--- src/rtl/uart_rx_os.sv ---
`default_nettype none
// +----------------------------------------------------------------------------+
// | Module      : uart_rx_os                                                   |
// | Description : Oversampling UART receiver. 8N1 framing (DATALEN data bits,  |
// |               LSB first, one start bit, one stop bit, no parity), clocked  |
// |               by a shared OSR x baud tick. Synchronizes the async rx pin,  |
// |               finds the start edge and samples each bit at mid-bit.        |
// |               Good bytes are reported with a one-cycle rx_done strobe;     |
// |               a low stop bit gives a one-cycle frame_err strobe instead.   |
// | Ports       : clk       - system clock                                     |
// |               rst_n     - asynchronous active-low reset                    |
// |               b_tick    - one-clk pulse at OSR x baud rate                 |
// |               rx        - serial input, asynchronous, idle high            |
// |               rx_data   - last correctly framed byte                       |
// |               rx_done   - strobe when rx_data updates                      |
// |               frame_err - strobe when the stop bit samples low             |
// |               busy      - receiver is inside a frame                       |
// | Options     : define UART_RX_MAJORITY_EN for a 3-sample majority vote per  |
// |               bit (decision moves one tick later, at cnt == OSR/2).        |
// | Revision    : 1.0 - initial release                                        |
// +----------------------------------------------------------------------------+
module uart_rx_os #(
    parameter int OSR     = 16,
    parameter int DATALEN = 8
) (
    input  logic               clk,
    input  logic               rst_n,
    input  logic               b_tick,
    input  logic               rx,
    output logic [DATALEN-1:0] rx_data,
    output logic               rx_done,
    output logic               frame_err,
    output logic               busy
);

    localparam int c_CNT_W = $clog2(OSR);
    localparam int c_IDX_W = (DATALEN > 1) ? $clog2(DATALEN) : 1;

    localparam logic [c_CNT_W-1:0] c_CNT_LAST = c_CNT_W'(OSR - 1);
`ifdef UART_RX_MAJORITY_EN
    localparam logic [c_CNT_W-1:0] c_CNT_DEC  = c_CNT_W'(OSR / 2);
    localparam logic [c_CNT_W-1:0] c_CNT_S0   = c_CNT_W'(OSR / 2 - 2);
    localparam logic [c_CNT_W-1:0] c_CNT_S1   = c_CNT_W'(OSR / 2 - 1);
`else
    localparam logic [c_CNT_W-1:0] c_CNT_DEC  = c_CNT_W'(OSR / 2 - 1);
`endif
    localparam logic [c_IDX_W-1:0] c_IDX_LAST = c_IDX_W'(DATALEN - 1);

    localparam logic [1:0] c_ST_IDLE  = 2'd0;
    localparam logic [1:0] c_ST_START = 2'd1;
    localparam logic [1:0] c_ST_DATA  = 2'd2;
    localparam logic [1:0] c_ST_STOP  = 2'd3;

    logic               r_rx_meta;
    logic               r_rx_s;
    logic               r_rx_d;
    logic [1:0]         r_state;
    logic [c_CNT_W-1:0] r_cnt;
    logic [c_IDX_W-1:0] r_idx;
    logic [DATALEN-1:0] r_shift;
    logic [DATALEN-1:0] r_rx_data;
    logic               r_rx_done;
    logic               r_frame_err;

    logic [1:0]         w_state_nxt;
    logic [c_CNT_W-1:0] w_cnt_nxt;
    logic [c_IDX_W-1:0] w_idx_nxt;
    logic [DATALEN-1:0] w_shift_nxt;
    logic [DATALEN-1:0] w_data_nxt;
    logic               w_done_nxt;
    logic               w_ferr_nxt;

    logic               w_fall;
    logic               w_tick;
    logic               w_dec;
    logic               w_last;
    logic               w_sample;

    // Two-flop synchronizer plus one delay flop for edge detection. All reset
    // to the idle level so a line held low through reset reads as a start edge.
    always_ff @(posedge clk or negedge rst_n) begin
        if (!rst_n) begin
            r_rx_meta <= 1'b1;
            r_rx_s    <= 1'b1;
            r_rx_d    <= 1'b1;
        end else begin
            r_rx_meta <= rx;
            r_rx_s    <= r_rx_meta;
            r_rx_d    <= r_rx_s;
        end
    end

    assign w_fall = r_rx_d & ~r_rx_s;
    // Ticks only count while a frame is in progress.
    assign w_tick = b_tick && (r_state != c_ST_IDLE);
    assign w_dec  = w_tick && (r_cnt == c_CNT_DEC);
    assign w_last = w_tick && (r_cnt == c_CNT_LAST);

`ifdef UART_RX_MAJORITY_EN
    logic r_maj0;
    logic r_maj1;

    // Capture the two samples preceding the decision tick; the third vote is
    // the live synchronized value at the decision tick itself.
    always_ff @(posedge clk or negedge rst_n) begin
        if (!rst_n) begin
            r_maj0 <= 1'b1;
            r_maj1 <= 1'b1;
        end else if (w_tick) begin
            if (r_cnt == c_CNT_S0) r_maj0 <= r_rx_s;
            if (r_cnt == c_CNT_S1) r_maj1 <= r_rx_s;
        end
    end

    assign w_sample = (r_maj0 & r_maj1) | (r_maj0 & r_rx_s) | (r_maj1 & r_rx_s);
`else
    assign w_sample = r_rx_s;
`endif

    // State and datapath registers.
    always_ff @(posedge clk or negedge rst_n) begin
        if (!rst_n) begin
            r_state     <= c_ST_IDLE;
            r_cnt       <= '0;
            r_idx       <= '0;
            r_shift     <= '0;
            r_rx_data   <= '0;
            r_rx_done   <= 1'b0;
            r_frame_err <= 1'b0;
        end else begin
            r_state     <= w_state_nxt;
            r_cnt       <= w_cnt_nxt;
            r_idx       <= w_idx_nxt;
            r_shift     <= w_shift_nxt;
            r_rx_data   <= w_data_nxt;
            r_rx_done   <= w_done_nxt;
            r_frame_err <= w_ferr_nxt;
        end
    end

    // Next-state and datapath logic.
    always_comb begin
        w_state_nxt = r_state;
        w_cnt_nxt   = r_cnt;
        w_idx_nxt   = r_idx;
        w_shift_nxt = r_shift;
        w_data_nxt  = r_rx_data;
        w_done_nxt  = 1'b0;
        w_ferr_nxt  = 1'b0;

        // The tick is evaluated at the current count, then the count advances.
        if (w_tick) begin
            w_cnt_nxt = (r_cnt == c_CNT_LAST) ? '0 : r_cnt + c_CNT_W'(1);
        end

        case (r_state)
            c_ST_IDLE: begin
                if (w_fall) begin
                    w_state_nxt = c_ST_START;
                    w_cnt_nxt   = '0;
                end
            end
            c_ST_START: begin
                // A high sample at mid start bit means a glitch, not a frame.
                if (w_dec && w_sample) begin
                    w_state_nxt = c_ST_IDLE;
                end else if (w_last) begin
                    w_state_nxt = c_ST_DATA;
                    w_idx_nxt   = '0;
                end
            end
            c_ST_DATA: begin
                // Shift right from the MSB end so the first bit lands in bit 0.
                if (w_dec) begin
                    w_shift_nxt = {w_sample, r_shift[DATALEN-1:1]};
                end
                if (w_last) begin
                    if (r_idx == c_IDX_LAST) begin
                        w_state_nxt = c_ST_STOP;
                    end else begin
                        w_idx_nxt = r_idx + c_IDX_W'(1);
                    end
                end
            end
            c_ST_STOP: begin
                // Leave at mid stop bit so a back-to-back start edge is caught.
                if (w_dec) begin
                    w_state_nxt = c_ST_IDLE;
                    if (w_sample) begin
                        w_data_nxt = r_shift;
                        w_done_nxt = 1'b1;
                    end else begin
                        w_ferr_nxt = 1'b1;
                    end
                end
            end
            default: begin
                w_state_nxt = c_ST_IDLE;
            end
        endcase
    end

    assign rx_data   = r_rx_data;
    assign rx_done   = r_rx_done;
    assign frame_err = r_frame_err;
    assign busy      = (r_state != c_ST_IDLE);

endmodule
`default_nettype wire

--- config.mk ---
export PLATFORM = sky130hd
export DESIGN_NAME = uart_rx_os
export DESIGN_NICKNAME = d
export VERILOG_FILES = /design/src/rtl/uart_rx_os.sv
export SDC_FILE = /design/constraint.sdc
export NUM_CORES = 1
export LEC_CHECK = 0
export ABC_AREA = 1
export BUFFER_PORTS_ARGS = -buffer_cell sky130_fd_sc_hd__buf_2
export CAP_MARGIN = 20
export CELL_PAD_IN_SITES_DETAIL_PLACEMENT = 1
export CELL_PAD_IN_SITES_GLOBAL_PLACEMENT = 1
export CORE_MARGIN = 2
export CORE_UTILIZATION = 47
export DETAILED_ROUTE_END_ITERATION = 7
export PLACE_DENSITY = 0.81
export SLEW_MARGIN = 20
export SYNTH_ARGS = -nofsm -noshare
export SYNTH_HDL_FRONTEND = slang
export SYNTH_SLANG_ARGS = --single-unit
--- constraint.sdc ---
create_clock -name clk -period 2.2 [get_ports clk]
set_input_delay 0.44 -clock clk [delete_from_list [all_inputs] [get_ports clk]]
set_output_delay 0.44 -clock clk [all_outputs]
set_load 0.02 [all_outputs]
### Word level (Yosys, flattened, before mapping)

Index checks and enable logic that the tools add are counted.

| storage, ports and cells | value |
|---|---|
| input bits | 4 |
| word-level logic and storage cells | 61 |
| output and inout port bits | 11 |
| flip-flop bits (word level) | 30 |

| operators by class | value |
|---|---|
| reduce and logical (&&, ||, !) cells | 11 |
| multiplexer cells | 22 |
| equal/unequal tests | 14 |
| $add $sub $neg | 2 |
| bitwise gates (word level) | 2 |

Operators by type and width:

| operator | number |
|---|---|
| two-way mux 4 bit | 4 |
| != test 2 bit (second input constant) | 7 |
| two-way mux 2 bit | 6 |
| two-way mux 3 bit | 4 |
| AND reduction 5 bit | 2 |
| one-hot mux 2 bit (4 select lines) | 1 |
| two-way mux 1 bit | 6 |
| one-hot mux 3 bit (2 select lines) | 1 |
| adder 4 x 1 -> 4 bit (second input constant) | 1 |
| equality test 2 bit (second input constant) | 2 |
| equality test 4 x 3 -> 1 bit (second input constant) | 1 |
| equality test 4 bit (second input constant) | 1 |
| logical AND 1 bit | 4 |
| nonzero test 2 bit | 2 |
| adder 3 x 1 -> 3 bit (second input constant) | 1 |
| equality test 3 bit (second input constant) | 1 |
| != test 3 bit (second input constant) | 1 |
| AND reduction 3 bit | 1 |
| equality test 2 x 1 -> 1 bit (second input constant) | 1 |
| logical NOT 2 bit | 1 |
| AND reduction 2 bit | 1 |
| AND 1 bit | 1 |
| inverter 1 bit | 1 |

### Longest topological paths before layout

| depth | value |
|---|---|
| depth after elaboration | 6 |
| depth in mapped cells | 10 |
| mapped depth without buffers | 10 |

### Worst setup path after synthesis

Ideal clock, no wire load.

| timing | value |
|---|---|
| path kind | register to register |
| from | register r_idx[0] |
| to | register r_state[0] |
| data required time | 2083 ps |
| period minus slack after synthesis | 1342 ps |
| path slack | 858 ps |
| library setup time | 117 ps |
| path buffers | 0 |
| arrival | 1225 ps |
| cell stages (with the launch flop) | 10 |
| path through | dfrtp_1 > ha_1 > ha_1 > nand3b_1 > nand2_1 > inv_1 > nand2_1 > nor2_4 > nand3_1 > nand2_1 |

| between the ends | value |
|---|---|
| cells in the longest elaborated chain, start to end | 3 |

RTL lines:

| what | RTL line | source |
|---|---|---|
| from (decl) | 59 | `logic [c_IDX_W-1:0] r_idx;` |
| from (signal assigned) | 133 | `r_idx <= w_idx_nxt;` |
| equality test 3 bit | 178 | `if (r_idx == c_IDX_LAST) begin` |
| != test 2 bit (no source line) | - |  |
| AND reduction 5 bit (no source line) | - |  |
| to (signal assigned) | 123 | `r_state <= c_ST_IDLE;` |
| to (signal assigned) | 131 | `r_state <= w_state_nxt;` |
| to (decl) | 57 | `logic [1:0] r_state;` |

Every way passes these cells.
A chain may end at the register's enable or synchronous reset.

==> run_results.csv <==
group,metric,value,unit
status,outcome,"finished, final reports clean",
cts,postCtsResizedCells,0,
setup_path,worstSetupPathType,"reg2out",
synthesis,synth_seq_cells,30,
grt,grt_overflow,0,
cts,cts_tree,"done",
cells_and_area,multi_input_area,568.0,um^2
drt,drc_errors,0,
sta,fin_tns_setup,0,ps
sta,maxSlewHeadroom,56.92,%
floorplanning,core-area,2805,um^2
setup_path,start_kind,"flip-flop",
cts,cts_hold_buf,0,
power,ir_worst_vdd,0.3416,mV
cells_and_area,area_growth,11.36,%
drt,drt_first_pass_iters,7,
cts,clkTransAtPathRegs,100,ps
synthesis,yosys_warnings,0,
cells_and_area,fin_area,1583,um^2
floorplanning,dieArea,3480,um^2
cells_and_area,regArea,754.5,um^2
floorplanning,fp.dieW,58.99,um
floorplanning,die_h,58.99,um
cts,post_cts.repair.setup_buffers,0,
cells_and_area,final_cell_mix,"nand2_1, dfrtp_1, o21ai_2, inv_1, buf_2",
cts,clkLatencyLatePin,340,ps
setup_path,cp-end-kind,"primary output",
cts,root_buffer,"clkbuf_4",
synthesis,syn_area_per_cell,9.803,um^2
grt,grt_pass1_wl,4.961,mm
placed_design,port_buffers,14,
sta,hold_viol_final,0,
floorplanning,rows,19,
synthesis,netlist_area,1421,um^2
sta,finClkSkew,10.38,ps
grt,grtUsageTotal,19.53,%
drt,postRouteAntennaNets,0,
sta,slew_violations,0,
floorplanning,io-pin-count,15,
grt,grt_max_degree,31,
sta,worstMarginPinSlew,646.2,ps
cts,clk_path_buf_depth,2,
setup_path,crit_fanout,7,
placed_design,place_hpwl,1.956,mm
cells_and_area,drive_gt1_share,34.55,%
cells_and_area,nNetsFinal,171,
cells_and_area,fillCellCount,340,
drt,vias,1024,
flow_run,maxCapViolCount,0,
cells_and_area,n_antenna_cell,0,
grt,grt_pass1_vias,1113,
drt,drt_wl_total,2.743,mm
grt,antenna_found_initial,0,
sta,rsz0062_at_grt,"false",
cts,cts_made_buffers,5,
cts,cts_max_level,2,
cells_and_area,final_common_cell,"nand2_1",
placed_design,gp_congestion,0.7195,
floorplanning,start_util,50.67,%
power,cellLeakagePower,0.0008307,uW
drt,wl_per_cell,13.99,um
synthesis,synth.yosys.seq_area_share,53.08,%
setup_path,required,1760,ps
setup_path,cp.arrival,1170,ps
cts,cts.sinks,30,
placed_design,placed_area,1508,um^2
sta,setup_viol,0,
synthesis,syn_inst,145,
synthesis,syn_nets,152,
sta,max_freq,622.2,MHz
hold_path,min-delay-path-class,"in2async",
drt,drt_iter0_markers,33,
power,cellPowerDensity,845.6,nW/um^2
drt,viasPerCell,5.224,
sta,fin_crit_sh,73.05,%
synthesis,ys_types,26,
sta,period_needed,1607,ps
## stage by stage
step | worst slack [ps] | hold WS [ps] | std cells | power, uW | util, %
6_report | 592.9 | 117.2 | 196 | 1338 | 56.42
5_1_grt | 499.9 | 156.8 | 196 | 1424 | 56.42
4_1_cts | 578.1 | 138.5 | 196 | 1353 | 56.42
3_5_place_dp | 711.3 | 354.1 | 188 | 913.2 | 53.75
3_3_place_gp | 770.0 | 346.1 | 188 | 891.8 | 53.75
2_1_floorplan | 858.0 | 144.4 | 145 | 836.1 | -
## final cells by class
class | instances | share of cell area, %
sequential | 30 | 47.67
clock buffer | 7 | 2.846
multi-input combinational | 93 | 35.89
inverter | 20 | 4.822
clock inverter | 1 | 1.897
timing repair buffer | 14 | 4.427
tap | 31 | 2.451
## flip-flops by register name (all words and copies together), names as in the netlist, named ones only
name,count
r_rx_meta,1
r_rx_s,1
r_idx,3
rx_data,8
r_cnt,4
r_state,1
r_shift,8
frame_err,1
r_rx_d,1
rx_done,1
## routing by layer
| layer | up-vias | wire [um] | track usage (%) | part of all wire [%] |
|---|---|---|---|---|
| met5 | - | 0 | 0 | 0 |
| met4 | 0 | 55 | 10.71 | 2.0 |
| met3 | 6 | 87 | 4.585 | 3.2 |
| met2 | 20 | 1400 | 32.54 | 51 |
| met1 | 502 | 1198 | 23.20 | 44 |
| li1 | 496 | - | - | - |
## cells in the mapped netlist (all sizes together)
cell    instances  area (um^2)
a21oi           3        15.01
buf             2        22.52
clkinv          1        5.000
dfrtp          27        675.7
dfstp           3        78.83
ha              3        37.54
inv            19        71.32
nand2          43        183.9
nand3           8        62.56
nand3b          1        7.510
nand4           1        6.260
nor2           11        67.57
nor3            1        5.000
o21ai          20        167.7
or2             1        6.260
xor2            1        8.760
## logic make-up (layout without fill, tap and decap cells)
family          after synthesis  after routing  share of synthesized area, %
flops                        30             30                         53.08
simple gates                 66             66                         23.86
buf+inv                      22             42                         6.954
compound gates               23             23                         12.85
fa+ha+maj                     3              3                         2.641
xor+xnor                      1              1                        0.6163
## worst paths after layout
| check | startpoint | end | slack [ps] | depth (start not counted) |
|---|---|---|---|---|
| min in group clk | rx | r_rx_meta$_DFF_PN1_ | 200 | 1 |
| max reg2reg | r_cnt[0]$_DFF_PN0_ | r_shift[4]$_DFFE_PN0P_ | 680 | 8 |
| max | flip-flop | busy | 590 | 3 |
| max in group asynchronous | rst_n | rx_data[5]$_DFFE_PN0P_ | 1660 | 1 |
| min | rst_n | rx_done$_DFF_PN0_ | 120 | 1 |
| min reg2reg | r_rx_meta$_DFF_PN1_ | r_rx_s$_DFF_PN1_ | 360 | 0 |
## critical path: stages (launching register included)
cell and delay (ps):
dfrtp_1 490, inv_2 70, nand2_4 100, buf_2 170
## where the power goes
group / switching, uW / leakage (uW) / total, uW / internal [uW]
clock network: 190 / 0.0000395 / 431 / 241
logic: 178 / 0.000388 / 265 / 87.2
registers: 48.8 / 0.000403 / 642 / 593
total: 417 / 0.000831 / 1340 / 921
No activity file was read; power rests on OpenSTA's default activity.
